`src/rtl/key_matrix_scanner_pkg.sv`:
```
// Shared types and constants for the 4x4 keypad scanner.
package key_pkg;

  localparam int unsigned NUM_ROWS = 4;
  localparam int unsigned NUM_COLS = 4;

  typedef enum logic [1:0] {
    SCAN     = 2'd0,
    DEBOUNCE = 2'd1,
    PRESSED  = 2'd2
  } state_e;

  // Key-code assignments consumed by the clock control logic.
  localparam logic [3:0] HU   = 4'd0;
  localparam logic [3:0] HD   = 4'd1;
  localparam logic [3:0] MU   = 4'd2;
  localparam logic [3:0] MD   = 4'd3;
  localparam logic [3:0] SU   = 4'd4;
  localparam logic [3:0] SD   = 4'd5;
  localparam logic [3:0] SET  = 4'd6;
  localparam logic [3:0] END  = 4'd7;
  localparam logic [3:0] MENU = 4'd8;

  // Lowest-index active-low column wins.
  function automatic logic [1:0] first_low(input logic [NUM_COLS-1:0] col);
    logic [1:0] idx;
    logic       found;
    idx   = '0;
    found = 1'b0;
    for (int unsigned i = 0; i < NUM_COLS; i++) begin
      if (!col[i] && !found) begin
        idx   = 2'(i);
        found = 1'b1;
      end
    end
    return idx;
  endfunction

endpackage

```
`src/rtl/key_matrix_scanner_scan_tick_gen.sv`:
```
// Free-running row-dwell divider; tick strobes on the last count of each dwell.
module scan_tick_gen #(
  parameter int unsigned SCAN_DIV = 10000
) (
  input  logic CP,
  input  logic CR,
  output logic tick
);

  localparam int unsigned DIV_W = (SCAN_DIV > 1) ? $clog2(SCAN_DIV) : 1;
  localparam logic [DIV_W-1:0] DIV_LAST = DIV_W'(SCAN_DIV - 1);

  logic [DIV_W-1:0] div_q, div_d;

  always_comb begin
    tick  = (div_q == DIV_LAST);
    div_d = tick ? '0 : div_q + 1'b1;
  end

  always_ff @(posedge CP or posedge CR) begin
    if (CR) div_q <= '0;
    else    div_q <= div_d;
  end

endmodule

```
`src/rtl/key_matrix_scanner.sv`:
```
// 4x4 keypad scanner with debounce; one KEY_VALID per press.
// Define KEY_REPEAT_EN to add auto-repeat pulses while a key stays down.
module key_matrix_scanner
  import key_pkg::*;
#(
  parameter int unsigned SCAN_DIV       = 10000,
  parameter int unsigned DEBOUNCE_SCANS = 4,
  parameter int unsigned REPEAT_DELAY   = 100,
  parameter int unsigned REPEAT_PERIOD  = 25
) (
  input  logic       CP,
  input  logic       CR,
  input  logic [3:0] COL_IN,
  output logic [3:0] ROW_OUT,
  output logic [3:0] KEY_CODE,
  output logic       KEY_VALID,
  output logic       KEY_HELD
);

  localparam int unsigned CNT_W = $clog2(DEBOUNCE_SCANS + 1);
  localparam logic [CNT_W-1:0] CNT_MAX = CNT_W'(DEBOUNCE_SCANS);

  logic             tick;
  state_e           state_q, state_d;
  logic [1:0]       row_q, row_d;
  logic [1:0]       cand_col_q, cand_col_d;
  logic [CNT_W-1:0] cnt_q, cnt_d;
  logic [CNT_W-1:0] rel_q, rel_d;
  logic [3:0]       sync1_q, sync1_d;
  logic [3:0]       col_s_q, col_s_d;
  logic [3:0]       key_code_q, key_code_d;
  logic             key_valid_q, key_valid_d;
  logic             key_held_q, key_held_d;
  logic             cand_low, accept;

`ifdef KEY_REPEAT_EN
  localparam int unsigned HOLD_MAX = (REPEAT_DELAY > REPEAT_PERIOD) ? REPEAT_DELAY : REPEAT_PERIOD;
  localparam int unsigned HOLD_W   = $clog2(HOLD_MAX + 1);
  logic [HOLD_W-1:0] hold_q, hold_d, hold_inc, hold_lim;
  logic              rep_phase_q, rep_phase_d;
`endif

  scan_tick_gen #(.SCAN_DIV(SCAN_DIV)) u_tick (
    .CP  (CP),
    .CR  (CR),
    .tick(tick)
  );

  always_comb begin
    state_d     = state_q;
    row_d       = row_q;
    cand_col_d  = cand_col_q;
    cnt_d       = cnt_q;
    rel_d       = rel_q;
    sync1_d     = COL_IN;
    col_s_d     = sync1_q;
    key_code_d  = key_code_q;
    key_valid_d = 1'b0;
    key_held_d  = key_held_q;
    accept      = 1'b0;
    cand_low    = ~col_s_q[cand_col_q];
`ifdef KEY_REPEAT_EN
    hold_d      = hold_q;
    rep_phase_d = rep_phase_q;
    hold_inc    = hold_q + 1'b1;
    hold_lim    = rep_phase_q ? HOLD_W'(REPEAT_PERIOD) : HOLD_W'(REPEAT_DELAY);
`endif

    unique case (state_q)
      SCAN: if (tick) begin
        if (col_s_q != '1) begin
          cand_col_d = first_low(col_s_q);
          cnt_d      = CNT_W'(1);
          if (cnt_d == CNT_MAX) accept = 1'b1;
          else                  state_d = DEBOUNCE;
        end else begin
          row_d = row_q + 2'd1;
        end
      end
      DEBOUNCE: if (tick) begin
        if (cand_low) begin
          cnt_d = (cnt_q == CNT_MAX) ? CNT_MAX : cnt_q + 1'b1;
          if (cnt_d == CNT_MAX) accept = 1'b1;
        end else begin
          cnt_d   = '0;
          row_d   = row_q + 2'd1;
          state_d = SCAN;
        end
      end
      PRESSED: if (tick) begin
        if (!cand_low) begin
          rel_d = (rel_q == CNT_MAX) ? CNT_MAX : rel_q + 1'b1;
`ifdef KEY_REPEAT_EN
          hold_d      = '0;
          rep_phase_d = 1'b0;
`endif
          if (rel_d == CNT_MAX) begin
            rel_d      = '0;
            key_held_d = 1'b0;
            row_d      = row_q + 2'd1;
            state_d    = SCAN;
          end
        end else begin
          rel_d = '0;
`ifdef KEY_REPEAT_EN
          // First repeat after REPEAT_DELAY ticks, then every REPEAT_PERIOD.
          if (hold_inc == hold_lim) begin
            key_valid_d = 1'b1;
            hold_d      = '0;
            rep_phase_d = 1'b1;
          end else begin
            hold_d = hold_inc;
          end
`endif
        end
      end
      default: state_d = SCAN;
    endcase

    if (accept) begin
      key_code_d  = {row_q, cand_col_d};
      key_valid_d = 1'b1;
      key_held_d  = 1'b1;
      cnt_d       = '0;
      rel_d       = '0;
      state_d     = PRESSED;
`ifdef KEY_REPEAT_EN
      hold_d      = '0;
      rep_phase_d = 1'b0;
`endif
    end
  end

  always_ff @(posedge CP or posedge CR) begin
    if (CR) begin
      state_q     <= SCAN;
      row_q       <= '0;
      cand_col_q  <= '0;
      cnt_q       <= '0;
      rel_q       <= '0;
      sync1_q     <= '1;
      col_s_q     <= '1;
      key_code_q  <= '0;
      key_valid_q <= 1'b0;
      key_held_q  <= 1'b0;
`ifdef KEY_REPEAT_EN
      hold_q      <= '0;
      rep_phase_q <= 1'b0;
`endif
    end else begin
      state_q     <= state_d;
      row_q       <= row_d;
      cand_col_q  <= cand_col_d;
      cnt_q       <= cnt_d;
      rel_q       <= rel_d;
      sync1_q     <= sync1_d;
      col_s_q     <= col_s_d;
      key_code_q  <= key_code_d;
      key_valid_q <= key_valid_d;
      key_held_q  <= key_held_d;
`ifdef KEY_REPEAT_EN
      hold_q      <= hold_d;
      rep_phase_q <= rep_phase_d;
`endif
    end
  end

  assign ROW_OUT   = ~(4'b0001 << row_q);
  assign KEY_CODE  = key_code_q;
  assign KEY_VALID = key_valid_q;
  assign KEY_HELD  = key_held_q;

endmodule
```
`config.mk`:
```
export PLATFORM = sky130hd
export DESIGN_NAME = key_matrix_scanner
export DESIGN_NICKNAME = d
export VERILOG_FILES = /design/src/rtl/key_matrix_scanner_pkg.sv /design/src/rtl/key_matrix_scanner_scan_tick_gen.sv /design/src/rtl/key_matrix_scanner.sv
export SDC_FILE = /design/constraint.sdc
export NUM_CORES = 1
export LEC_CHECK = 0
export CAP_MARGIN = 20
export CORE_MARGIN = 3
export CORE_UTILIZATION = 52
export DETAILED_ROUTE_END_ITERATION = 8
export PLACE_DENSITY = 0.8
export SYNTH_ARGS = -nofsm -noshare
export SYNTH_HDL_FRONTEND = slang
export SYNTH_HIERARCHICAL = 1
export SYNTH_SLANG_ARGS = --single-unit
```
`constraint.sdc`:
```
create_clock -name CP -period 2.38 [get_ports CP]
set_clock_uncertainty 0.15 [all_clocks]
set_input_delay 0.714 -clock CP [delete_from_list [all_inputs] [get_ports CP]]
set_output_delay 0.714 -clock CP [all_outputs]
set_load 0.005 [all_outputs]
```
==> results of run 1 <==
[cell type report]
| cell class | instances | area (µm²) | share of cell area, % |
|---|---|---|---|
| Clock buffer | 5 | 68.8 | 2.82 |
| Clock inverter | 2 | 12.5 | 0.513 |
| Inverter | 17 | 63.8 | 2.62 |
| Multi-Input combinational cell | 129 | 946 | 38.8 |
| Sequential cell | 40 | 1010 | 41.5 |
| Tap cell | 48 | 60.1 | 2.46 |
| Timing Repair Buffer | 28 | 274 | 11.2 |
[per-layer routing]
metal | vias up | part of all wire [%] | GRT usage (%)
li1 | 733 | - | -
met1 | 680 | 51 | 24.6
met2 | 27 | 44 | 25.1
met3 | 6 | 3.8 | 5.91
met4 | 0 | 1.4 | 6.45
met5 | - | 0 | 0
[cells in the mapped netlist, types with 2 or more instances]
cell	count	share of area [%]
dfstp_2	8	10
inv_1	17	3.1
a211o_1	2	0.86
nand4_1	6	1.8
nand2b_1	4	1.2
ha_1	10	6.2
or4_1	2	0.74
a21o_1	2	0.74
o2111ai_1	3	1.3
mux2_4	4	3.0
nor2b_1	6	1.8
dfrtp_1	32	39
nor2_1	5	0.92
o21ai_0	5	1.2
o31ai_1	2	0.74
a21oi_1	11	2.7
or3_1	2	0.62
nand2_1	17	3.1
xor2_1	5	2.2
nor4_1	2	0.62
nor3_1	4	0.99
nor3b_1	4	1.5
nand3_1	10	2.5
xnor2_1	4	1.7
[cells in the final DEF (no fill, tap or decap), types with 5 or more instances in the layout]
| cell type | Yosys | routed |
|---|---|---|
| nand2_1 | 17 | 17 |
| clkbuf_8 | 0 | 5 |
| buf_4 | 0 | 11 |
| clkdlybuf4s50_1 | 0 | 11 |
| nor2b_1 | 6 | 6 |
| inv_1 | 17 | 15 |
| nor2_1 | 5 | 5 |
| xor2_1 | 5 | 5 |
| nand4_1 | 6 | 6 |
| nand3_1 | 10 | 10 |
| dfstp_2 | 8 | 8 |
| a21oi_1 | 11 | 11 |
| o21ai_0 | 5 | 5 |
| ha_1 | 10 | 10 |
| dfrtp_1 | 32 | 31 |
[registers in the layout, summed over array words and instances (netlist names)]
register	flops
u_tick/div_q	14
cand_col_q	2
KEY_CODE	4
state_q	2
col_s_d	4
col_s_q	4
KEY_HELD	1
rel_q	3
row_q	2
cnt_q	3
KEY_VALID	1
[logic make-up (layout without fill, tap and decap cells)]
kind of cell | count (synthesis) | count (layout) | synth area share (%)
flip-flops | 40 | 40 | 49.8
adder cells (fa/ha/maj) | 10 | 10 | 6.17
AND/OR/NAND/NOR | 72 | 72 | 20.8
XOR/XNOR | 9 | 9 | 3.88
multiplexers | 6 | 6 | 4.62
buffers and inverters | 20 | 52 | 4.13
AO/OA/AOI/OAI | 32 | 32 | 10.5
[stage by stage]
step / instance area [µm²] / hold slack (ns) / utilization [%] / std cells / power, mW
after floorplan: 2030 / 0.195 / - / 189 / 0.725
final: 2440 / 0.206 / 65.6 / 269 / 1.15
after detailed placement: 2300 / 0.197 / 61.8 / 257 / 0.744
after global routing: 2440 / 0.215 / 65.6 / 269 / 1.20
after CTS: 2390 / 0.208 / 64.4 / 266 / 1.17
after global placement: 2300 / 0.196 / 61.8 / 257 / 0.743
[power groups by stage]
stage | Combinational [mW] | Clock [mW] | Sequential, mW
CTS | 0.0353 | 0.439 | 0.696
floorplan | 0.0171 | 0 | 0.708
finish | 0.0340 | 0.422 | 0.696
global route | 0.0393 | 0.464 | 0.697
detailed placement | 0.0353 | 0 | 0.709
global placement | 0.0347 | 0 | 0.709
[final timing paths]
path                            startpoint         endpoint  slack, ns  cells after the start
min in group asynchronous               CR    cand_col_q[0]       0.52                      2
worst min register to register  col_s_d[3]       col_s_q[3]       0.21                      0
worst max-delay path              cnt_q[0]      KEY_CODE[0]       0.15                      6
worst max register to register    cnt_q[0]      KEY_CODE[0]       0.15                      6
max in group asynchronous               CR  u_tick/div_q[0]       1.05                      2
worst min-delay path            col_s_d[3]       col_s_q[3]       0.21                      0
[repair_timing]
| action | 4_1_cts | 5_1_grt |
|---|---|---|
| buffers inserted | 2 | 3 |
| pin swaps | 0 | 1 |
| resized for setup | 2 | 7 |
| endpoints found under the setup margin | 3 | 10 |
[worst reg2reg max path: stages, from the launching register on]
cell     delay, ns
dfrtp_1       0.43
inv_1         0.09
ha_1          0.34
nor3b_1       0.21
o22a_1        0.19
and3_1        0.37
mux2_4        0.33
==> impl_metrics.env, run 1 <==
export IMPL_root_buffer="clkbuf_8"
export IMPL_leakagePower_nw=1.11
export IMPL_cp_required_ns=2.41
export IMPL_antenna_found_initial=0
export IMPL_drive_gt1_share_pct=19.0
export IMPL_syn_area_um2=2030
export IMPL_critPathBufInv=1
export IMPL_crit_chain="inv_1, ha_1, nor3b_1, o22a_1, and3_1, mux2_4"
export IMPL_switching_share_pct=21.5
export IMPL_ys_async_sr_fraction_pct=100
export IMPL_crit_slowest_cell="dfrtp_1"
export IMPL_fmax_ghz=0.449
export IMPL_cts_buffer_depth=2
export IMPL_fin_ws_ns=0.152
export IMPL_wire_per_inst_um=13.0
export IMPL_cpPeakStageDelay_ns=0.43
export IMPL_finalHoldViolations=0
export IMPL_p_clk_share_pct=36.6
export IMPL_outcome="finished, final reports clean"
export IMPL_fill_cells=295
export IMPL_synth_flop_cell="dfrtp_1"
export IMPL_fin_crit_ns=2.23
export IMPL_ys_types=46
export IMPL_p_switching_mw=0.248
export IMPL_synthCells=189
export IMPL_crit_path_max_fanout=6
export IMPL_row_count=22
export IMPL_ys_ff_latch=40
export IMPL_maxSlewViolCount=0
export IMPL_clk_latency_ns=0.29
export IMPL_synth_edf_count=0
export IMPL_maxCapViolCount=0
export IMPL_die_area_um2=4690
export IMPL_grt_pass1_vias=1333
export IMPL_post_route_drc_count=0
export IMPL_finalCritPeriodShare_pct=93.6
export IMPL_start_util_pct=54.6
export IMPL_ant_nets=0
export IMPL_critPathCaptureType="register"
export IMPL_grt_max_degree=22
export IMPL_cts_tree="yes"
export IMPL_dpl_hpwl_um=2560
export IMPL_grt_pass1_wl_um=6020
export IMPL_worst_slew_pin_slew_ns=0.572
export IMPL_startpoint_type="register"
export IMPL_power_internal_mw=0.904
export IMPL_syn_avg_cell_area_um2=10.7
export IMPL_gp_routability_congestion=0.820
export IMPL_htreeDepth=2
export IMPL_hp_class="reg -> reg"
export IMPL_combPwrFrac_pct=3.0
export IMPL_grtUsageTotal_pct=17.6
export IMPL_path_class="reg -> reg"
export IMPL_syn_nets=205
export IMPL_drt_total_wl_um=3490
export IMPL_first_pass_iters=4
export IMPL_port_buffers=15
export IMPL_drtIter0Drc=66
export IMPL_hold_buffers=0
export IMPL_pin_count=16
export IMPL_die_h_um=68.5
export IMPL_grt_setup_unrepaired="no"
export IMPL_maxSlewHeadroom_pct=61.2
export IMPL_synth_warnings=6
export IMPL_finalNetCount=237
export IMPL_finalSetupViolations=0
export IMPL_cp_top_family="simple AND/OR/NAND/NOR gates"
export IMPL_power_density_nw_per_um2=473
export IMPL_avgViaCountPerCell=5.38
export IMPL_vias=1446
export IMPL_overflow=0
export IMPL_post_place_ws_ns=0.0997
export IMPL_peakVddDrop_v=0.000503
export IMPL_diodes=0
export IMPL_ys_seq_area_share_pct=49.8
export IMPL_clkSinkCount=40
export IMPL_clk_pin_slew_ns=0.08
export IMPL_cp_arrival_ns=2.26
export IMPL_die_w_um=68.5
export IMPL_area_delta_synth_final_pct=20.1
export IMPL_tns_ns=0
export IMPL_cts_made_buffers=5
export IMPL_coreArea_um2=3720
export IMPL_p_seq_share_pct=60.4
(Power assumes the default switching activity.)
==> run 2, diff against run 1 <==
--- a/config.mk
+++ b/config.mk
@@ -9,7 +9,8 @@
 export CORE_MARGIN = 3
 export CORE_UTILIZATION = 52
 export DETAILED_ROUTE_END_ITERATION = 8
-export PLACE_DENSITY = 0.8
+export GPL_TIMING_DRIVEN = 0
+export PLACE_DENSITY = 0.75
 export SYNTH_ARGS = -nofsm -noshare
 export SYNTH_HDL_FRONTEND = slang
 export SYNTH_HIERARCHICAL = 1
==> run 2 against run 1 <==
  * Clock-buffer cell count increased by 1
  * Flip-flop and latch count unchanged
  * Global-route usage increased by 1.3 points
  * Worst setup slack got worse by 0.077 ns
  * Clock power increased by 14%
  * Maximum frequency decreased by 3.3%
  * Sequential share of layout area about the same
  * Power increased by 5.2%
  * Sequential power about the same
  * Final area increased by 0.10%
  * Critical path depth unchanged
  * Die area unchanged
==> impl_metrics.env, run 2 (synthesized netlist as in run 1, its figures left out) <==
export IMPL_drive_gt1_share_pct=19.5
export IMPL_start_util_pct=54.6
export IMPL_hp_class="reg -> reg"
export IMPL_fill_cells=287
export IMPL_route_met3_wl_um=168
export IMPL_port_buffers=15
export IMPL_die_area_um2=4690
export IMPL_post_route_drc_count=0
export IMPL_hold_slack_ns=0.210
export IMPL_fin_crit_ns=2.31
export IMPL_fmax_ghz=0.434
export IMPL_cts_buffer_depth=2
export IMPL_htreeDepth=2
export IMPL_maxSlewViolCount=0
export IMPL_gp_routability_congestion=0.817
export IMPL_overflow=0
export IMPL_maxUsedRoutingLayer="met4"
export IMPL_die_w_um=68.5
export IMPL_clk_latency_ns=0.29
export IMPL_startpoint_type="register"
export IMPL_maxSlewHeadroom_pct=60.9
export IMPL_largest_reg_flops=14
export IMPL_combPwrFrac_pct=3.0
export IMPL_clkSinkCount=40
export IMPL_power_internal_mw=0.942
export IMPL_path_class="reg -> reg"
export IMPL_outcome="finished, final reports clean"
export IMPL_grtUsageTotal_pct=18.9
export IMPL_drt_total_wl_um=4150
export IMPL_root_buffer="clkbuf_8"
export IMPL_pin_count=16
export IMPL_leakagePower_nw=1.09
export IMPL_antenna_found_initial=0
export IMPL_cts_tree="yes"
export IMPL_clk_pin_slew_ns=0.08
export IMPL_die_h_um=68.5
export IMPL_vias=1527
export IMPL_area_delta_synth_final_pct=20.2
export IMPL_maxCapViolCount=0
export IMPL_finalSetupViolations=0
export IMPL_layout_common_cells="dfrtp_1 (30), nand2_1 (17), inv_1 (15)"
export IMPL_final_common_cell="dfrtp_1"
export IMPL_critPathCaptureType="register"
export IMPL_wl_met2_um=2190
export IMPL_design_area_um2=2440
export IMPL_finalCritPeriodShare_pct=96.9
export IMPL_met1Wirelength_um=1750
export IMPL_p_seq_share_pct=57.5
export IMPL_avgViaCountPerCell=5.70
export IMPL_regMostFlops="u_tick/div_q"
export IMPL_wire_per_inst_um=15.5
export IMPL_cp_arrival_ns=2.33
export IMPL_drtIter0Drc=117
export IMPL_dpl_hpwl_um=2790
export IMPL_first_pass_iters=5
export IMPL_coreArea_um2=3720
export IMPL_diodes=0
export IMPL_finalNetCount=235
export IMPL_placed_cell_area_um2=2240
export IMPL_ant_nets=0
export IMPL_p_switching_mw=0.270
export IMPL_power_density_nw_per_um2=497
export IMPL_peakVddDrop_v=0.000384
export IMPL_switching_share_pct=22.3
export IMPL_worst_slew_pin_slew_ns=0.578
export IMPL_grt_pass1_vias=1469
export IMPL_row_count=22
export IMPL_hold_buffers=0
export IMPL_finalHoldViolations=0
export IMPL_cts_made_buffers=5
export IMPL_grt_pass1_wl_um=6510
export IMPL_grt_max_degree=27
export IMPL_p_clk_share_pct=39.6
export IMPL_crit_path_max_fanout=10
export IMPL_p_total_mw=1.21
export IMPL_tns_ns=0
export IMPL_cp_required_ns=2.41
==> run 2: path summary, 6_finish.rpt <==
path	cells past startpoint	endpoint	start	slack, ns
setup / recovery	6	KEY_CODE[1]	u_tick/div_q[11]	0.07
hold / removal	0	col_s_q[2]	col_s_d[2]	0.21
setup reg to reg	6	KEY_CODE[1]	u_tick/div_q[11]	0.07
hold reg to reg	0	col_s_q[2]	col_s_d[2]	0.21
max in group asynchronous	2	u_tick/div_q[0]	CR	1.06
min in group asynchronous	2	u_tick/div_q[13]	CR	0.63
==> run 2: power by group through the flow <==
stage | registers (mW) | clock network [mW] | logic, mW
after global placement | 0.708 | 0 | 0.0297
final | 0.696 | 0.479 | 0.0359
after global routing | 0.697 | 0.516 | 0.0403
after detailed placement | 0.709 | 0 | 0.0314
after CTS | 0.696 | 0.488 | 0.0315
after floorplan | 0.708 | 0 | 0.0171
==> run 2: timing repair <==
action                     in CTS  in global routing
resized for setup               7                  5
setup endpoints to repair      20                 14
pin swaps                       1                  1
buffers inserted                7                  0
==> run 2: final cells by class <==
class | instances | area [µm²] | area share [%]
inverters | 17 | 63.8 | 2.62
repair buffers | 23 | 233 | 9.54
clock inverters | 2 | 15.0 | 0.615
well taps | 48 | 60.1 | 2.46
plain buffers | 3 | 21.3 | 0.872
multi-input cells | 129 | 951 | 39.0
flip-flops and latches | 40 | 1010 | 41.5
clock buffers | 6 | 82.6 | 3.38
==> run 2: metal layers <==
metal  up-vias  track usage [%]
met5         -                0
met4         0             5.96
met3         9             5.25
met2        39             32.9
met1       749             22.3
li1        730                -
==> run 2: worst max-delay path, cell delays in order, from the launching register on <==
cell and delay (ns):
dfrtp_1 0.41, or4b_4 0.56, nor4_4 0.23, buf_4 0.20, and3_1 0.17, buf_6 0.16, mux2_4 0.31
==> run 2: stage by stage <==
stage	setup WS, ns	utilization (%)	std cells
global placement	-0.286	60.4	252
detailed placement	-0.416	60.4	252
floorplan	0.00546	-	189
finish	0.0745	65.7	268
global route	-0.00148	65.7	268
CTS	-0.0166	64.6	267
